**src/rtl/sprite_draw.sv**
```systemverilog
// Sprite reader: maps scan (x, y) to 16x16 ROM row/col, keys out the transparent colour and
// counts opaque pixels per frame. Define SPRITE_MIRROR_EN to add a horizontal-flip input.
module sprite_draw #(
  parameter int unsigned X_W         = 10,
  parameter int unsigned Y_W         = 10,
  parameter logic [7:0]  TRANSPARENT = 8'hBB
) (
  input  logic           clk,
  input  logic           reset_n,
  input  logic           video_on,
  input  logic [X_W-1:0] x,
  input  logic [Y_W-1:0] y,
  input  logic           frame_tick,
  input  logic           pos_valid,
  output logic           pos_ready,
  input  logic [X_W-1:0] pos_x,
  input  logic [Y_W-1:0] pos_y,
`ifdef SPRITE_MIRROR_EN
  input  logic           mirror_in,
`endif
  output logic [3:0]     row,
  output logic [3:0]     col,
  input  logic [7:0]     color_data,
  output logic           pix_valid,
  output logic [7:0]     pix_color,
  output logic [8:0]     opaque_count
);

  logic [X_W-1:0] act_x_q, act_x_d, pend_x_q, pend_x_d;
  logic [Y_W-1:0] act_y_q, act_y_d, pend_y_q, pend_y_d;
  logic           pend_q, pend_d;
  logic           mir_act;
`ifdef SPRITE_MIRROR_EN
  logic           act_mir_q, act_mir_d, pend_mir_q, pend_mir_d;
`endif

  logic           in_box;
  logic           in_box_d1_q;
  logic           opq;
  logic           pix_valid_q, pix_valid_d;
  logic [7:0]     pix_color_q, pix_color_d;
  logic [8:0]     run_cnt_q, run_cnt_d;
  logic [8:0]     opaque_q, opaque_d;

  assign pos_ready = ~pend_q;

  // Position handshake: a captured position waits in pend until the next frame_tick.
  always_comb begin
    act_x_d  = act_x_q;
    act_y_d  = act_y_q;
    pend_x_d = pend_x_q;
    pend_y_d = pend_y_q;
    pend_d   = pend_q;
`ifdef SPRITE_MIRROR_EN
    act_mir_d  = act_mir_q;
    pend_mir_d = pend_mir_q;
`endif
    if (frame_tick && pend_q) begin
      act_x_d = pend_x_q;
      act_y_d = pend_y_q;
`ifdef SPRITE_MIRROR_EN
      act_mir_d = pend_mir_q;
`endif
      pend_d  = 1'b0;
    end
    if (pos_valid && pos_ready) begin
      pend_x_d = pos_x;
      pend_y_d = pos_y;
`ifdef SPRITE_MIRROR_EN
      pend_mir_d = mirror_in;
`endif
      pend_d   = 1'b1;
    end
  end

`ifdef SPRITE_MIRROR_EN
  assign mir_act = act_mir_q;
`else
  assign mir_act = 1'b0;
`endif

  // Stage 0: bounds compared one bit wider so act + 16 never wraps past the screen edge.
  logic [X_W:0] x_ext, ax_lo, ax_hi;
  logic [Y_W:0] y_ext, ay_lo, ay_hi;
  logic [3:0]   col_raw;

  assign x_ext = {1'b0, x};
  assign ax_lo = {1'b0, act_x_q};
  assign ax_hi = ax_lo + (X_W+1)'(16);
  assign y_ext = {1'b0, y};
  assign ay_lo = {1'b0, act_y_q};
  assign ay_hi = ay_lo + (Y_W+1)'(16);

  assign in_box = video_on && (x_ext >= ax_lo) && (x_ext < ax_hi) &&
                  (y_ext >= ay_lo) && (y_ext < ay_hi);

  assign col_raw = x[3:0] - act_x_q[3:0];

  always_comb begin
    row = 4'd0;
    col = 4'd0;
    if (in_box) begin
      row = y[3:0] - act_y_q[3:0];
      col = mir_act ? ~col_raw : col_raw;
    end
  end

  // Stage 2: colour arrives alongside in_box_d1; register the keyed pixel.
  assign opq         = in_box_d1_q && (color_data != TRANSPARENT);
  assign pix_valid_d = opq;
  assign pix_color_d = opq ? color_data : 8'h00;

  // Pixel registered in the frame_tick cycle belongs to the new frame.
  always_comb begin
    run_cnt_d = run_cnt_q;
    opaque_d  = opaque_q;
    if (frame_tick) begin
      opaque_d  = run_cnt_q;
      run_cnt_d = {8'd0, pix_valid_q};
    end else if (pix_valid_q && (run_cnt_q != 9'd256)) begin
      run_cnt_d = run_cnt_q + 9'd1;
    end
  end

  always_ff @(posedge clk or negedge reset_n) begin
    if (!reset_n) begin
      act_x_q     <= '0;
      act_y_q     <= '0;
      pend_x_q    <= '0;
      pend_y_q    <= '0;
      pend_q      <= 1'b0;
      in_box_d1_q <= 1'b0;
      pix_valid_q <= 1'b0;
      pix_color_q <= 8'h00;
      run_cnt_q   <= 9'd0;
      opaque_q    <= 9'd0;
    end else begin
      act_x_q     <= act_x_d;
      act_y_q     <= act_y_d;
      pend_x_q    <= pend_x_d;
      pend_y_q    <= pend_y_d;
      pend_q      <= pend_d;
      in_box_d1_q <= in_box;
      pix_valid_q <= pix_valid_d;
      pix_color_q <= pix_color_d;
      run_cnt_q   <= run_cnt_d;
      opaque_q    <= opaque_d;
    end
  end

`ifdef SPRITE_MIRROR_EN
  always_ff @(posedge clk or negedge reset_n) begin
    if (!reset_n) begin
      act_mir_q  <= 1'b0;
      pend_mir_q <= 1'b0;
    end else begin
      act_mir_q  <= act_mir_d;
      pend_mir_q <= pend_mir_d;
    end
  end
`endif

  assign pix_valid    = pix_valid_q;
  assign pix_color    = pix_color_q;
  assign opaque_count = opaque_q;

endmodule
```
**config.mk**
```make
export PLATFORM = sky130hd
export DESIGN_NAME = sprite_draw
export DESIGN_NICKNAME = d
export VERILOG_FILES = /design/src/rtl/sprite_draw.sv
export SDC_FILE = /design/constraint.sdc
export NUM_CORES = 1
export LEC_CHECK = 0
export CORE_MARGIN = 2
export CORE_UTILIZATION = 51
export CTS_CLUSTER_SIZE = 14
export DETAILED_ROUTE_END_ITERATION = 12
export PLACE_DENSITY = 0.88
export SLEW_MARGIN = 0
export SYNTH_ARGS = -nofsm -noshare
export SYNTH_HDL_FRONTEND = slang
export SYNTH_SLANG_ARGS = --single-unit
```
**constraint.sdc**
```tcl
create_clock -name clk -period 3 [get_ports clk]
set_input_delay 0.6 -clock clk [delete_from_list [all_inputs] [get_ports clk]]
set_output_delay 0.6 -clock clk [all_outputs]
set_load 0.02 [all_outputs]
```
Word-level counts from Yosys, hierarchy flattened
Cells that the tools add are included.

Bitwise operators: 1. Div/mod/pow operators: 0. Mux-type cells: 7. Reductions and logical operators: 10. Order comparisons: 4. Add/subtract/negate cells: 5. Shift operators: 0. $mul: 0. Equality and inequality tests: 2.

Operator list (number): 10-bit by 5-bit adder with 11-bit output (second input constant) (2); 10-bit by 11-bit < comparator with 1-bit output (2); 10-bit greater-or-equal comparator (2); 9-bit two-way mux (2); 9-bit by 1-bit adder with 9-bit output (second input constant) (1); 9-bit != test (second input constant) (1); 1-bit logical AND (8); 4-bit two-way mux (2); 8-bit two-way mux (1); 8-bit != test (second input constant) (1); 4-bit subtractor (2); 2-bit nonzero test (2); 1-bit two-way mux (2); 1-bit NOT (1).

Output and inout port bits: 27. Bits in latches: 0. Bits in writable memories: 0. Memories kept: 0. Flip-flop bits (word level): 69. Memory bits (read-only): 0.

Logic depth before layout (Yosys ltp)
Gate-level depths: netlist of run 1.

Word-level depth: 6. Mapped depth: 11. Gate-level depth less buffers: 11.

Worst setup path after synthesis of run 1
No wires, ideal clock.

Path kind: in2out. Start: input port x[0]. End: output port col[1]. Cell stages on the path: 11. Path buffers: 0. Data arrival time: 2.294 ns. Path slack: 0.106 ns. Path through: inv_1 -> ha_1 -> inv_1 -> fa_1 -> a21o_1 -> a41oi_2 -> nor3b_1 -> o32a_1 -> nand3_4 -> inv_4 -> and2_1.

Cells in the longest elaborated chain, start to end: 6.

Ends and longest elaborated chain: start, declared (line 11) `input logic [X_W-1:0] x,`; 10-bit greater-or-equal comparator (line 94) `assign in_box = video_on && (x_ext >= ax_lo) && (x_ext < ax_hi) &&`; 1-bit logical AND (line 94); 1-bit logical AND (*) (2 in a row) (line 94); 1-bit logical AND (*) (line 95) `(y_ext >= ay_lo) && (y_ext < ay_hi);`; via in_box (line 37) `logic in_box;`; 4-bit two-way mux (*) (line 102) `if (in_box) begin`; end, declared (line 22) `output logic [3:0] col,`.

Mark *: on every way through the listed nets, which the timed path passes. The rest lies on a longest branch.

Final worst setup path of run 1
Start: input port x[2]. End: output port row[3].

Cells in the longest elaborated chain, start to end: 6.

Ends and longest elaborated chain: 10-bit greater-or-equal comparator (line 94); 1-bit logical AND (line 94); 1-bit logical AND (*) (2 in a row) (line 94); 1-bit logical AND (*) (line 95); 4-bit two-way mux (*) (line 102); end, declared (line 21) `output logic [3:0] row,`.

Every way passes the cells marked *; elsewhere a longest branch is shown, timed or not.

==> results of run 1 <==
[power groups by stage]
stage	combinational [mW]	sequential [mW]	clock (mW)
2_1_floorplan	0.964	1.28	0
5_1_grt	2.08	1.32	0.707
3_3_place_gp	1.60	1.28	0
4_1_cts	1.81	1.28	0.666
3_5_place_dp	1.66	1.29	0
6_report	1.91	1.30	0.654
[flip-flops by register name, summed over array words and instances (netlist names)]
name / flops
act_x_q: 10
act_y_q: 10
in_box_d1_q: 1
opaque_count: 9
pend_q: 1
pend_x_q: 10
pend_y_q: 10
pix_color: 8
pix_valid: 1
run_cnt_q: 9
[cells in the mapped netlist, types with 3 or more instances]
master    number  area (sq um)
nand4_1        4          25.0
a21oi_1       12          60.1
mux2_2        49           552
and3_1         3          18.8
xnor2_1       11          96.3
inv_1         28           105
a21o_1         4          30.0
dfrtp_1       69          1730
nand2_1       12          45.0
and2_1        10          62.6
xor2_1         4          35.0
nor3_1         4          20.0
o21ai_0        5          25.0
clkbuf_1       4          15.0
ha_1          36           450
nand2b_1       3          18.8
nand3_1        6          30.0
nand4b_1       4          35.0
o21a_1         3          22.5
a211oi_1       3          22.5
nor2_1        14          52.6
[worst min-delay path by stage]
stage	endpoint	slack (ns)	cells after the start
after floorplan	act_x_q[0]$_DFFE_PN0P_	0.30	0
after CTS	pix_color[7]$_DFF_PN0_	0.49	2
final	pix_color[7]$_DFF_PN0_	0.45	2
after global routing	act_y_q[1]$_DFFE_PN0P_	0.52	1
after detailed placement	act_y_q[4]$_DFFE_PN0P_	0.49	1
after global placement	act_x_q[5]$_DFFE_PN0P_	0.48	1
[cell families after synthesis]
| family | count (synthesis) | synth area share, % |
|---|---|---|
| xor gates and xnor gates | 15 | 3.51 |
| AOI/OAI and AO/OA | 41 | 7.79 |
| muxes | 50 | 15.0 |
| DFF | 69 | 46.1 |
| adders and majority gates | 38 | 13.1 |
| buffers and inverters | 35 | 3.64 |
| and+or+nand+nor | 71 | 10.8 |
[metrics by stage]
stage	hold WS, ns	utilization, %	setup slack, ns
after floorplan	0.304	-	0.106
after global placement	0.483	68.9	-0.824
after detailed placement	0.493	68.9	-0.891
after CTS	0.488	73.0	-0.230
after global routing	0.521	74.1	-0.324
final	0.451	74.1	-0.268
[layout by cell type (no fill, tap or decap), types with 5 or more instances in the layout]
cell,instances
a21oi_1,10
and2_1,8
buf_4,43
buf_6,11
clkbuf_8,10
clkdlybuf4s50_1,66
dfrtp_1,69
ha_1,32
inv_1,25
mux2_2,49
nand2_1,12
nand3_1,5
nor2_1,10
xnor2_1,9
[worst max-delay path, cell delays in order]
cell and delay, ns:
clkdlybuf4s50_1 0.41, ha_1 0.37, a21oi_2 0.19, a21oi_1 0.09
nor3_1 0.20, o32a_1 0.23, nand3_4 0.14, a211oi_2 0.26
buf_4 0.18
[layer usage]
metal / global-route usage (%) / part of all wire [%] / vias up
met2: 38.4 / 51 / 72
met1: 27.8 / 44 / 1426
met3: 4.20 / 2.8 / 23
met5: 0 / 0 / -
met4: 7.87 / 2.4 / 0
li1: - / - / 1383
[final cells by class]
type,count,area (sq um)
Sequential cell,69,1730
Clock buffer,11,141
Multi-Input combinational cell,215,2040
Tap cell,99,124
Fill cell,493,1860
Inverter,29,111
Timing Repair Buffer,125,1150
Clock inverter,4,25.0
[what timing repair did]
| action | CTS | global route |
|---|---|---|
| endpoints found under the hold margin | 0 | 0 |
| resized for setup | 80 | 14 |
| setup buffers | 4 | 0 |
| hold buffers | 0 | 0 |
| setup endpoints to repair | 8 | 8 |
| pin swaps | 25 | 11 |
==> flow_metrics.py, run 1 <==
metrics = {
    "clocking": {
        "htree_levels": 3,
        "clockBufferDepth": 2,
        "clk_pin_slew_ns": 0.07,
        "numCtsBuffers": 9,
        "cts_tree": "yes",
        "clockRootBuffer": "clkbuf_8",
        "insertion_delay_ns": 0.34,
        "cts.sinks": 69,
    },
    "synth": {
        "synth-main-ff-cell": "dfrtp_1",
        "synth_cell_type_count": 46,
        "avgSynthCellArea_sq_um": 11.7,
        "yosys_warnings": 0,
        "synth-seq-cells": 69,
        "synth_edf_count": 0,
        "yosysSeqAreaShare_pct": 46.1,
        "netlist_area_sq_um": 3740,
        "synthesis.instances": 319,
        "async_flop_share_pct": 100,
        "syn-num-nets": 410,
    },
    "layout": {
        "nets": 540,
        "synthToLayoutAreaGrowth_pct": 42.0,
        "stdcell_area_sq_um": 5310,
        "drive_above_1_share_pct": 34.2,
        "instances_no_fill": 552,
        "insertedDiodeCount": 0,
    },
    "job": {
        "cap_violations": 0,
    },
    "timing": {
        "tns_ns": -1.63,
        "final.period_utilization_pct": 109,
        "min_period_ns": 3.27,
        "layout_setup_ws_ns": -0.268,
        "finalSetupViolCount": 8,
        "drv_slew": 0,
        "finalHoldViolCount": 0,
        "relSlewSlack_pct": 41.8,
        "rsz0062_at_grt": "true",
        "tightestPinTransition_ns": 0.874,
        "fmax_mhz": 306,
        "skew_ns": 0.0103,
    },
    "placement": {
        "dp_cells": 533,
        "dpl.hpwl_um": 6250,
        "port_buffers": 79,
        "placed_area_sq_um": 4940,
        "gp_congestion": 0.842,
    },
    "worst_setup_path": {
        "cp_data_arrival_time_ns": 2.67,
        "critPathMaxFanout": 4,
        "startpoint_type": "input port",
        "setup.worst_path.end_class": "output pin",
        "rrSetupSlack_ns": 0.82,
        "r2r-end": "in_box_d1_q$_DFF_PN0_",
        "cp-startpoint": "x[2]",
        "crit_type": "in2out",
        "cp-endpoint": "row[3]",
        "worst_ep_required_time_ns": 2.40,
        "reg2reg_depth": 12,
        "r2r-start": "act_y_q[4]$_DFFE_PN0P_",
    },
    "run_status": {
        "status": "complete, but fails checks",
        "violations": "setup timing",
    },
    "power": {
        "swShare_pct": 35.7,
        "pwr-share-comb_pct": 49.4,
        "p_int_mw": 2.49,
        "p_per_area_nw_per_um2": 727,
        "p_clk_share_pct": 16.9,
        "seq_power_share_pct": 33.6,
        "p_sw_mw": 1.38,
        "max-vdd-ir-drop_uv": 364,
        "p_total_mw": 3.86,
        "p_leak_nw": 2.41,
    },
    "detailed_routing": {
        "routed_wl_um": 8750,
        "drtIter0Drc": 100,
        "drc_errors": 0,
        "drt-wirelength-per-cell_um": 15.9,
        "postRouteAntennaNets": 0,
        "dr.pass1.iters": 4,
        "vias_per_cell": 5.26,
        "vias": 2904,
    },
    "global_route": {
        "grt-ovfl-total": 0,
        "grt_max_degree": 70,
        "grt_pass1_vias": 2992,
        "grt_pass1_wl_um": 13700,
        "antenna_found_initial": 0,
        "track_usage_pct": 22.2,
    },
    "min_path": {
        "hold_class": "in2async",
    },
    "floorplan": {
        "dieArea_sq_um": 8040,
        "initial_core_util_pct": 52.2,
        "ios": 80,
        "num_rows": 31,
        "die_h_um": 89.7,
        "die_x_um": 89.7,
        "coreArea_sq_um": 7180,
    },
}
No activity file was read; power rests on OpenSTA's default activity.
==> run 2: changes to the inputs <==
--- a/config.mk
+++ b/config.mk
@@ -10,7 +10,7 @@
 export CTS_CLUSTER_SIZE = 14
 export DETAILED_ROUTE_END_ITERATION = 12
 export PLACE_DENSITY = 0.88
-export SLEW_MARGIN = 0
+export SLEW_MARGIN = 20
 export SYNTH_ARGS = -nofsm -noshare
 export SYNTH_HDL_FRONTEND = slang
 export SYNTH_SLANG_ARGS = --single-unit
==> results of run 2 <==
Final layout, timing and power as in run 1 (identical DEF).
==> run 3: changes to the inputs <==
--- a/config.mk
+++ b/config.mk
@@ -5,11 +5,13 @@
 export SDC_FILE = /design/constraint.sdc
 export NUM_CORES = 1
 export LEC_CHECK = 0
+export CELL_PAD_IN_SITES_DETAIL_PLACEMENT = 0
+export CELL_PAD_IN_SITES_GLOBAL_PLACEMENT = 2
 export CORE_MARGIN = 2
-export CORE_UTILIZATION = 51
+export CORE_UTILIZATION = 36
 export CTS_CLUSTER_SIZE = 14
 export DETAILED_ROUTE_END_ITERATION = 12
-export PLACE_DENSITY = 0.88
+export PLACE_DENSITY = 0.94
 export SLEW_MARGIN = 20
 export SYNTH_ARGS = -nofsm -noshare
 export SYNTH_HDL_FRONTEND = slang
==> constraint.sdc (replaced) <==
create_clock -name clk -period 4.03 [get_ports clk]
set_input_delay 0.806 -clock clk [delete_from_list [all_inputs] [get_ports clk]]
set_output_delay 0.806 -clock clk [all_outputs]
set_load 0.02 [all_outputs]
==> run 3 against run 2 <==
  * The flow now finishes without violations
  * First-iteration DRC count down 38%
  * Sequential share of layout area up 2.1 points
  * Global-route usage down 7.9 points
  * Critical path depth up 4
==> flow_metrics.py, run 3 (synthesized netlist as in run 1, its figures left out) <==
metrics = {
    "min_path": {
        "whs_path_depth": 1,
        "hold_class": "reg2reg",
    },
    "job": {
        "cap_violations": 0,
    },
    "worst_setup_path": {
        "reg2reg_depth": 11,
        "worst_ep_required_time_ns": 3.22,
        "path_buf_inv": 5,
        "crit_type": "in2out",
        "crit_chain": "clkdlybuf4s50_1 -> inv_1 -> ha_1 -> inv_1 -> fa_2 -> a21o_1 -> a41oi_2 -> nor3b_1 -> o32a_1 -> nand3_4 -> inv_4 -> and2_1 -> buf_2",
        "crit_cells": 13,
        "cpPeakStageDelay_ns": 0.39,
        "startpoint_type": "input port",
        "cp_slowest_cell": "clkdlybuf4s50_1",
        "critPathTopFamily": "buffers and inverters",
        "critPathMaxFanout": 4,
        "cp_data_arrival_time_ns": 3.03,
        "setup.worst_path.end_class": "output pin",
        "crit_top_cell": "inv_1",
    },
    "placement": {
        "dp_cells": 550,
        "gp_congestion": 0.794,
        "port_buffers": 79,
        "dpl.hpwl_um": 5880,
    },
    "layout": {
        "drive_above_1_share_pct": 24.9,
        "fin_util_pct": 49.0,
        "layout_common_cells": "clkdlybuf4s50_1, dfrtp_1, mux2_2",
        "synthToLayoutAreaGrowth_pct": 33.3,
        "fill_cells": 950,
        "layout_commonest_cell": "clkdlybuf4s50_1",
        "instances_no_fill": 566,
        "insertedDiodeCount": 0,
        "nets": 516,
    },
    "detailed_routing": {
        "drc_errors": 0,
        "vias_per_cell": 4.67,
        "postRouteAntennaNets": 0,
        "routed_wl_um": 7410,
        "drtIter0Drc": 62,
        "drt-wirelength-per-cell_um": 13.1,
        "vias": 2646,
        "dr.pass1.iters": 4,
    },
    "timing": {
        "skew_ns": 0.0101,
        "relSlewSlack_pct": 42.1,
        "min_period_ns": 3.84,
        "final.period_utilization_pct": 95.3,
        "holdWs_ns": 0.504,
        "finalHoldViolCount": 0,
        "fmax_mhz": 260,
        "drv_slew": 0,
        "tightestPinTransition_ns": 0.869,
        "finalSetupViolCount": 0,
        "rsz0062_at_grt": "false",
    },
    "floorplan": {
        "die_h_um": 106,
        "initial_core_util_pct": 36.7,
        "die_x_um": 106,
        "dieArea_sq_um": 11200,
        "ios": 80,
        "num_rows": 37,
        "coreArea_sq_um": 10200,
    },
    "clocking": {
        "cts.sinks": 69,
        "clockRootBuffer": "clkbuf_8",
        "insertion_delay_ns": 0.35,
        "cts_tree": "yes",
        "clockBufferDepth": 2,
        "numCtsBuffers": 9,
        "clk_pin_slew_ns": 0.08,
        "post_cts_buffers": 0,
        "htree_levels": 3,
    },
    "global_route": {
        "antenna_found_initial": 0,
        "track_usage_pct": 14.3,
        "grt-ovfl-total": 0,
        "grt_pass1_wl_um": 12600,
        "grt_pass1_vias": 2706,
        "grt_max_degree": 42,
    },
    "power": {
        "swShare_pct": 34.7,
        "p_int_mw": 1.65,
        "pwr-share-comb_pct": 41.8,
        "p_clk_share_pct": 20.1,
        "p_leak_nw": 2.25,
        "max-vdd-ir-drop_uv": 305,
        "p_sw_mw": 0.876,
        "seq_power_share_pct": 38.1,
        "p_per_area_nw_per_um2": 507,
    },
    "run_status": {
        "status": "finished clean",
    },
}
run 3: cell types whose count changed in the layout (fill, tap and decap cells not counted), sizes merged:
| cell | delta |
|---|---|
| dlygate4sd2 | -2 |
| clkbuf | +5 |
| clkinvlp | +2 |
| inv | +1 |
| clkinv | -1 |
| clkdlybuf4s50 | +4 |
| dlymetal6s2s | -1 |
| buf | -31 |
run 3: power by group through the flow:
stage	clock network, mW	registers (mW)	logic (mW)
floorplan	0	0.956	0.718
CTS	0.530	0.965	1.08
global route	0.565	0.990	1.19
global placement	0	0.971	1.06
finish	0.509	0.963	1.06
detailed placement	0	0.978	1.07
run 3: per-layer routing:
metal  share of wire, %  vias up  track usage, %
met5                  0        -               0
met3                6.7        9            5.40
met4                1.2        0            4.42
met1                 46     1252            17.8
met2                 47       53            22.9
li1                   -     1332               -
run 3: final cells by class:
| class | instances | area (sq um) | share of cell area (%) |
|---|---|---|---|
| repair buffers | 101 | 911 | 18.3 |
| flip-flops and latches | 69 | 1730 | 34.6 |
| clock inverters | 6 | 47.5 | 0.953 |
| well taps | 136 | 170 | 3.41 |
| multi-input cells | 215 | 1880 | 37.8 |
| inverters | 29 | 111 | 2.23 |
| clock buffers | 10 | 138 | 2.76 |
run 3: path summary, 6_finish.rpt:
check                                           to               startpoint  slack, ns
hold reg to reg            pend_y_q[7]$_DFFE_PN0P_  pend_y_q[7]$_DFFE_PN0P_       0.50
hold / removal             pend_y_q[7]$_DFFE_PN0P_  pend_y_q[7]$_DFFE_PN0P_       0.50
setup / recovery                            col[1]                     x[0]       0.19
max in group asynchronous   act_y_q[0]$_DFFE_PN0P_                  reset_n       2.70
setup reg to reg             in_box_d1_q$_DFF_PN0_   act_x_q[4]$_DFFE_PN0P_       1.72
min in group asynchronous  pend_x_q[2]$_DFFE_PN0P_                  reset_n       0.58
run 3: timing repair:
action / in CTS / in global routing
endpoints found under the setup margin: 8 / 8
resized for setup: 16 / 11
hold buffers: 0 / 0
pin swaps: 0 / 1
run 3: worst reg2reg max path: stages, from the launching register on:
cell and delay (ns):
dfrtp_1 0.44, ha_1 0.23, nand3_2 0.11, xnor2_1 0.14, ha_1 0.29, a21o_1 0.18, a21oi_1 0.18, o221ai_1 0.14
a21oi_2 0.18, nand3_4 0.13, inv_4 0.09, buf_4 0.12
run 3: metrics by stage:
stage          cell area (sq um)  setup slack, ns  setup TNS, ns  total power [mW]
2_1_floorplan               3740            0.724              0              1.67
3_3_place_gp                4840           -0.264          -1.77              2.03
3_5_place_dp                4840           -0.255          -1.79              2.05
4_1_cts                     5030          0.00131              0              2.57
5_1_grt                     4990           0.0724              0              2.75
6_report                    4990            0.191              0              2.53
